[src/rtl/ps2_ascii_decoder.sv]
// PS/2 Set-2 scan-code to ASCII decoder with Shift/Caps tracking and a FWFT output FIFO.
// Optional Caps Lock handling is enabled by defining PS2_CAPS_LOCK_EN.
module ps2_ascii_decoder #(
  parameter int FIFO_AW = 2
) (
  input  logic       clk,
  input  logic       reset,
  input  logic [7:0] ps2_code,
  input  logic       code_tick,
  input  logic       rd_en,
  output logic [7:0] ascii_out,
  output logic       ascii_valid,
  output logic       fifo_full,
  output logic       overflow,
  output logic       shift_active,
  output logic       caps_active
);

  localparam int DEPTH = 1 << FIFO_AW;

  typedef enum logic [1:0] {IDLE, BRK, EXT, EXT_BRK} state_t;

  state_t               state_q;
  logic                 lshift_q, rshift_q;
  logic                 push_req;
  logic [7:0]           push_char;
  logic [8:0]           xl;
  logic [7:0]           mem_q [DEPTH];
  logic [FIFO_AW-1:0]   wr_ptr_q, rd_ptr_q;
  logic [FIFO_AW:0]     count_q;
  logic                 overflow_q;
  logic                 empty, full, do_push, do_pop;

`ifdef PS2_CAPS_LOCK_EN
  logic caps_q, caps_held_q;
  assign caps_active = caps_q;
`else
  assign caps_active = 1'b0;
`endif

  assign shift_active = lshift_q | rshift_q;

  // Returns {hit, char}; up selects letter case, sh selects the shifted digit row.
  function automatic logic [8:0] xlate(input logic [7:0] c, input logic up, input logic sh);
    logic [7:0] l;
    logic [8:0] r;
    l = 8'h00;
    r = 9'h000;
    case (c)
      8'h1C: l = 8'h61; 8'h32: l = 8'h62; 8'h21: l = 8'h63; 8'h23: l = 8'h64;
      8'h24: l = 8'h65; 8'h2B: l = 8'h66; 8'h34: l = 8'h67; 8'h33: l = 8'h68;
      8'h43: l = 8'h69; 8'h3B: l = 8'h6A; 8'h42: l = 8'h6B; 8'h4B: l = 8'h6C;
      8'h3A: l = 8'h6D; 8'h31: l = 8'h6E; 8'h44: l = 8'h6F; 8'h4D: l = 8'h70;
      8'h15: l = 8'h71; 8'h2D: l = 8'h72; 8'h1B: l = 8'h73; 8'h2C: l = 8'h74;
      8'h3C: l = 8'h75; 8'h2A: l = 8'h76; 8'h1D: l = 8'h77; 8'h22: l = 8'h78;
      8'h35: l = 8'h79; 8'h1A: l = 8'h7A;
      default: l = 8'h00;
    endcase
    if (l != 8'h00) begin
      r = {1'b1, up ? (l & 8'hDF) : l};
    end else begin
      case (c)
        8'h45: r = {1'b1, sh ? 8'h29 : 8'h30};
        8'h16: r = {1'b1, sh ? 8'h21 : 8'h31};
        8'h1E: r = {1'b1, sh ? 8'h40 : 8'h32};
        8'h26: r = {1'b1, sh ? 8'h23 : 8'h33};
        8'h25: r = {1'b1, sh ? 8'h24 : 8'h34};
        8'h2E: r = {1'b1, sh ? 8'h25 : 8'h35};
        8'h36: r = {1'b1, sh ? 8'h5E : 8'h36};
        8'h3D: r = {1'b1, sh ? 8'h26 : 8'h37};
        8'h3E: r = {1'b1, sh ? 8'h2A : 8'h38};
        8'h46: r = {1'b1, sh ? 8'h28 : 8'h39};
        8'h29: r = {1'b1, 8'h20};
        8'h5A: r = {1'b1, 8'h0D};
        8'h66: r = {1'b1, 8'h08};
        default: r = 9'h000;
      endcase
    end
    return r;
  endfunction

  always_comb begin
    push_req  = 1'b0;
    push_char = 8'h00;
    xl        = xlate(ps2_code, shift_active ^ caps_active, shift_active);
    if (code_tick) begin
      case (state_q)
        IDLE: if (xl[8]) begin
          push_req  = 1'b1;
          push_char = xl[7:0];
        end
        EXT: if (ps2_code == 8'h5A) begin
          push_req  = 1'b1;
          push_char = 8'h0D;
        end
        default: ;
      endcase
    end
  end

  always_ff @(posedge clk) begin
    if (reset) begin
      state_q     <= IDLE;
      lshift_q    <= 1'b0;
      rshift_q    <= 1'b0;
`ifdef PS2_CAPS_LOCK_EN
      caps_q      <= 1'b0;
      caps_held_q <= 1'b0;
`endif
    end else if (code_tick) begin
      case (state_q)
        IDLE: begin
          case (ps2_code)
            8'hF0: state_q  <= BRK;
            8'hE0: state_q  <= EXT;
            8'h12: lshift_q <= 1'b1;
            8'h59: rshift_q <= 1'b1;
`ifdef PS2_CAPS_LOCK_EN
            // Typematic repeats arrive while held; only the first press toggles.
            8'h58: if (!caps_held_q) begin
              caps_q      <= ~caps_q;
              caps_held_q <= 1'b1;
            end
`endif
            default: ;
          endcase
        end
        BRK: begin
          case (ps2_code)
            8'h12: lshift_q    <= 1'b0;
            8'h59: rshift_q    <= 1'b0;
`ifdef PS2_CAPS_LOCK_EN
            8'h58: caps_held_q <= 1'b0;
`endif
            default: ;
          endcase
          state_q <= IDLE;
        end
        EXT:     state_q <= (ps2_code == 8'hF0) ? EXT_BRK : IDLE;
        EXT_BRK: state_q <= IDLE;
        default: state_q <= IDLE;
      endcase
    end
  end

  // Count's MSB is set exactly when occupancy equals DEPTH.
  assign empty   = (count_q == '0);
  assign full    = count_q[FIFO_AW];
  assign do_pop  = rd_en & ~empty;
  assign do_push = push_req & (~full | do_pop);

  always_ff @(posedge clk) begin
    if (do_push) mem_q[wr_ptr_q] <= push_char;
  end

  always_ff @(posedge clk) begin
    if (reset) begin
      wr_ptr_q   <= '0;
      rd_ptr_q   <= '0;
      count_q    <= '0;
      overflow_q <= 1'b0;
    end else begin
      if (do_push) wr_ptr_q <= wr_ptr_q + 1'b1;
      if (do_pop)  rd_ptr_q <= rd_ptr_q + 1'b1;
      case ({do_push, do_pop})
        2'b10:   count_q <= count_q + 1'b1;
        2'b01:   count_q <= count_q - 1'b1;
        default: ;
      endcase
      if (push_req & full & ~do_pop) overflow_q <= 1'b1;
    end
  end

  assign ascii_out   = empty ? 8'h00 : mem_q[rd_ptr_q];
  assign ascii_valid = ~empty;
  assign fifo_full   = full;
  assign overflow    = overflow_q;

endmodule

[config.mk]
export PLATFORM = sky130hd
export DESIGN_NAME = ps2_ascii_decoder
export DESIGN_NICKNAME = d
export VERILOG_FILES = /design/src/rtl/ps2_ascii_decoder.sv
export SDC_FILE = /design/constraint.sdc
export NUM_CORES = 1
export LEC_CHECK = 0
export CORE_AREA = 2 2 68 82
export DETAILED_ROUTE_END_ITERATION = 10
export DIE_AREA = 0 0 70 84
export MAX_ROUTING_LAYER = met4
export PLACE_DENSITY = 0.8
export SYNTH_ARGS = -nofsm -noshare
export SYNTH_HDL_FRONTEND = slang
export SYNTH_SLANG_ARGS = --single-unit
[constraint.sdc]
create_clock -name clk -period 12.1 [get_ports clk]
set_input_delay 3.025 -clock clk [delete_from_list [all_inputs] [get_ports clk]]
set_output_delay 3.025 -clock clk [all_outputs]
set_load 0.005 [all_outputs]
==> impl_metrics.env <==
export IMPL_gr_usage_all_layers=0.247
export IMPL_finish_net_count=351
export IMPL_post_drt_via_cell_ratio=6.25
export IMPL_ys_async_sr_fraction=0
export IMPL_cts_root_buffer="sky130_fd_sc_hd__clkbuf_8"
export IMPL_ff2ff_path_depth=9
export IMPL_numPortBuffers=22
export IMPL_cts_hold_repair_buffers=0
export IMPL_cts_root_to_sink_buffers=2
export IMPL_drtIter0Drc=175
export IMPL_number_of_buffers_created_by_cts=5
export IMPL_first_global_vias=2350
export IMPL_dp_final_hpwl_mm=5.20
export IMPL_fillcell_total=457
export IMPL_detailedRoute_firstPassIterationCount=5
export IMPL_antenna_violating_nets_left=0
export IMPL_core_area_um2=5150
export IMPL_chipHeight_um=84
export IMPL_yosys_top_cells_count="28 x sky130_fd_sc_hd__edfxtp_1, 28 x sky130_fd_sc_hd__nor2_1, 23 x sky130_fd_sc_hd__nand2_1"
export IMPL_finalCriticalPeriod_ns=7.08
export IMPL_worst_path_max_stage_delay_ns=1.08
export IMPL_worst_hold_margin_ns=0.482
export IMPL_gpl_congestion=0.974
export IMPL_synth_ff_latch_count=42
export IMPL_initial_antenna_violation_count=0
export IMPL_num_antenna_cells=0
export IMPL_ys_flop_type="sky130_fd_sc_hd__edfxtp_1"
export IMPL_leakage_nw=1.14
export IMPL_max_cap_violations=0
export IMPL_reg2reg_launch_point="state_q[1]$_SDFFE_PP0P_"
export IMPL_cts_reportedPaths_clkPinSlew_ns=0.08
export IMPL_first_pass_grt_wire_length_mm=11.2
export IMPL_whs_path_depth=1
export IMPL_largest_net_degree_at_the_start_of_global_routing=35
export IMPL_timing_slew_headroom=0.380
export IMPL_synth_largest_area_cell="sky130_fd_sc_hd__edfxtp_1"
export IMPL_grt_setup_unrepaired="no"
export IMPL_grt_ovfl_total=0
export IMPL_fin_crit_sh=0.585
export IMPL_hp_start="overflow$_SDFFE_PP0P_"
export IMPL_timing_worst_slew_pin_value_ns=0.926
export IMPL_die_x_um=70
export IMPL_yosysWarnings=0
export IMPL_synth_top_cells_by_area="sky130_fd_sc_hd__edfxtp_1 28%, sky130_fd_sc_hd__dfxtp_1 9.5%, sky130_fd_sc_hd__mux4_2 5.3%, sky130_fd_sc_hd__ha_1 5.1%, sky130_fd_sc_hd__a21oi_1 3.7%"
export IMPL_boundaryPins=25
export IMPL_clock_sinks=42
export IMPL_cts_setup_buffers=0
export IMPL_detailroute_via_count=2433
export IMPL_reg2reg_setup_slack_ns=9.65
export IMPL_post_synth_cell_area_avg_um2=9.41
export IMPL_ys_types=64
export IMPL_irDropWorstVdd_mv=0.0618
export IMPL_placementRows=29
export IMPL_critPathMaxFanout=28
export IMPL_die_area_um2=5880
export IMPL_fin_skew_ns=0.00569
export IMPL_timing_hold_violations_final=0
export IMPL_wl_per_cell_um=17.6
export IMPL_synth_edff_count=28
export IMPL_worstHoldPathType="register to register"
export IMPL_cp_required_ns=12.31
export IMPL_area_growth_synth_to_final_pct=8.61
export IMPL_timing_hold_worst_endpoint="overflow$_SDFFE_PP0P_"
export IMPL_crit_path_cell_trace="clkdlybuf4s50_1 > clkinv_1 > ha_1 > inv_1 > a221oi_1 > a221oi_2 > nand3_2 > nor4_4 > a21oi_2 > inv_1 > ha_1 > inv_1 > fa_1 > xor2_1 > or3_1 > a21oi_1"
export IMPL_fin_cells=389
export IMPL_syn_cell_area_um2=2960
export IMPL_drive_above_1_share=0.0856
export IMPL_placed_instance_area_um2=3140
export IMPL_run_status="completed"
export IMPL_critical_path_arrival_ns=7.29
export IMPL_number_of_max_slew_violations_in_the_final_report=0
export IMPL_cts_resized_gates=0
export IMPL_postSynthCellCount=315
export IMPL_fmax_ghz=0.141
export IMPL_worst_r2r_endpoint="count_q[2]$_SDFFE_PP0P_"
export IMPL_crit_path_start_kind="input port"
export IMPL_final_cell_area_um2=3220
export IMPL_cp_num_buf_inv=5
export IMPL_worst_path_dominant_cell_family="buffers and inverters"
export IMPL_drt_total_wl_mm=6.83
export IMPL_timing_critical_path_to_type="register"
export IMPL_cts_htree_levels=2
export IMPL_critPathKind="input port to register"
export IMPL_power_per_cell_area_nw_per_um2=123
export IMPL_setup_tns_final_ns=0
export IMPL_dp_cells=381
export IMPL_crit_slowest_cell="sky130_fd_sc_hd__clkdlybuf4s50_1"
export IMPL_critical_path_most_common_cell="sky130_fd_sc_hd__inv_1"
export IMPL_worst_skew_pair_late_latency_ns=0.28
export IMPL_drc=0
export IMPL_post_synth_top_area_fraction=0.284
export IMPL_synth_sequential_area_ratio=0.378
export IMPL_setup_viol=0
export IMPL_start_util=0.575
export IMPL_cts_tree="done"
power breakdown:
part	switching [mW]	internal, mW
clock network	0.0446	0.0400
registers	0.0126	0.164
logic	0.0627	0.0727
per-layer routing:
layer,wire length (um),vias to the layer above,track usage
met5,0,-,-
met4,299,0,0.136
met2,3590,109,0.434
li1,-,1155,-
met3,310,24,0.0254
met1,2630,1145,0.271
cells by family (layout without fill, tap and decap cells):
kind of cell / after synthesis / in the layout / share of synthesized area
xor gates and xnor gates: 6 / 6 / 0.0177
adders and majority gates: 13 / 13 / 0.0574
other: 1 / 2 / 0.00127
and+or+nand+nor: 126 / 126 / 0.232
DFF: 42 / 42 / 0.378
muxes: 14 / 14 / 0.0789
buffers and inverters: 39 / 50 / 0.0701
AOI/OAI and AO/OA: 74 / 74 / 0.165
state kept, by name, summed over array words and instances (netlist names), named ones only:
| signal | flops |
|---|---|
| count_q | 3 |
| lshift_q | 1 |
| mem_q | 28 |
| overflow | 1 |
| rd_ptr_q | 2 |
| rshift_q | 1 |
| state_q | 2 |
| wr_ptr_q | 2 |
cells in the final DEF, fill, tap and decap left out, types with 2 or more instances in the layout:
cell / n
sky130_fd_sc_hd__ha_1: 12
sky130_fd_sc_hd__nor2b_1: 7
sky130_fd_sc_hd__o31ai_1: 3
sky130_fd_sc_hd__xor2_1: 4
sky130_fd_sc_hd__o21ai_0: 14
sky130_fd_sc_hd__nand4_1: 3
sky130_fd_sc_hd__clkinv_2: 2
sky130_fd_sc_hd__or3_1: 3
sky130_fd_sc_hd__o211ai_1: 5
sky130_fd_sc_hd__xnor2_1: 2
sky130_fd_sc_hd__clkdlybuf4s50_1: 22
sky130_fd_sc_hd__a21oi_2: 2
sky130_fd_sc_hd__o21ai_1: 2
sky130_fd_sc_hd__dfxtp_1: 14
sky130_fd_sc_hd__a221oi_1: 2
sky130_fd_sc_hd__nor4b_2: 2
sky130_fd_sc_hd__nand3_1: 11
sky130_fd_sc_hd__conb_1: 2
sky130_fd_sc_hd__inv_1: 18
sky130_fd_sc_hd__clkbuf_8: 5
sky130_fd_sc_hd__mux4_2: 7
sky130_fd_sc_hd__nand3b_1: 2
sky130_fd_sc_hd__and2_1: 15
sky130_fd_sc_hd__nand2_2: 2
sky130_fd_sc_hd__nor3_1: 7
sky130_fd_sc_hd__a211oi_1: 2
sky130_fd_sc_hd__nand2_1: 23
sky130_fd_sc_hd__nor2_1: 28
sky130_fd_sc_hd__mux2i_1: 5
sky130_fd_sc_hd__nand2b_1: 12
sky130_fd_sc_hd__a21oi_1: 22
sky130_fd_sc_hd__o22ai_1: 2
sky130_fd_sc_hd__o221ai_1: 3
sky130_fd_sc_hd__a311oi_1: 2
sky130_fd_sc_hd__nor4_1: 3
sky130_fd_sc_hd__a31oi_1: 2
sky130_fd_sc_hd__edfxtp_1: 28
sky130_fd_sc_hd__a22o_1: 2
worst max path at each step:
stage | cells past startpoint | to | slack (ns) | from
after global placement | 16 | count_q[2]$_SDFFE_PP0P_ | 4.94 | ps2_code[2]
after global routing | 16 | count_q[2]$_SDFFE_PP0P_ | 4.63 | ps2_code[2]
after floorplan | 16 | count_q[2]$_SDFFE_PP0P_ | 6.13 | ps2_code[1]
final | 16 | count_q[2]$_SDFFE_PP0P_ | 5.02 | ps2_code[2]
after CTS | 16 | count_q[2]$_SDFFE_PP0P_ | 5.09 | ps2_code[2]
after detailed placement | 16 | count_q[2]$_SDFFE_PP0P_ | 4.79 | ps2_code[2]
cell type report:
type                            count  area (um2)  share of cell area
Sequential cell                    42        1120               0.348
Tap cell                           62        77.6              0.0241
Clock inverter                      2        10.0             0.00311
Inverter                           19        71.3              0.0222
Multi-Input combinational cell    235        1640               0.509
Timing Repair Buffer               23         228              0.0707
Clock buffer                        6        72.6              0.0225
through the flow:
| step | power, mW | setup slack, ns | utilization |
|---|---|---|---|
| final | 0.397 | 5.02 | 0.625 |
| after global routing | 0.422 | 4.63 | 0.625 |
| after CTS | 0.400 | 5.09 | 0.625 |
| after detailed placement | 0.316 | 4.79 | 0.609 |
| after global placement | 0.312 | 4.94 | 0.609 |
| after floorplan | 0.266 | 6.13 | - |
Note: power is estimated with default switching activity, not from simulation.
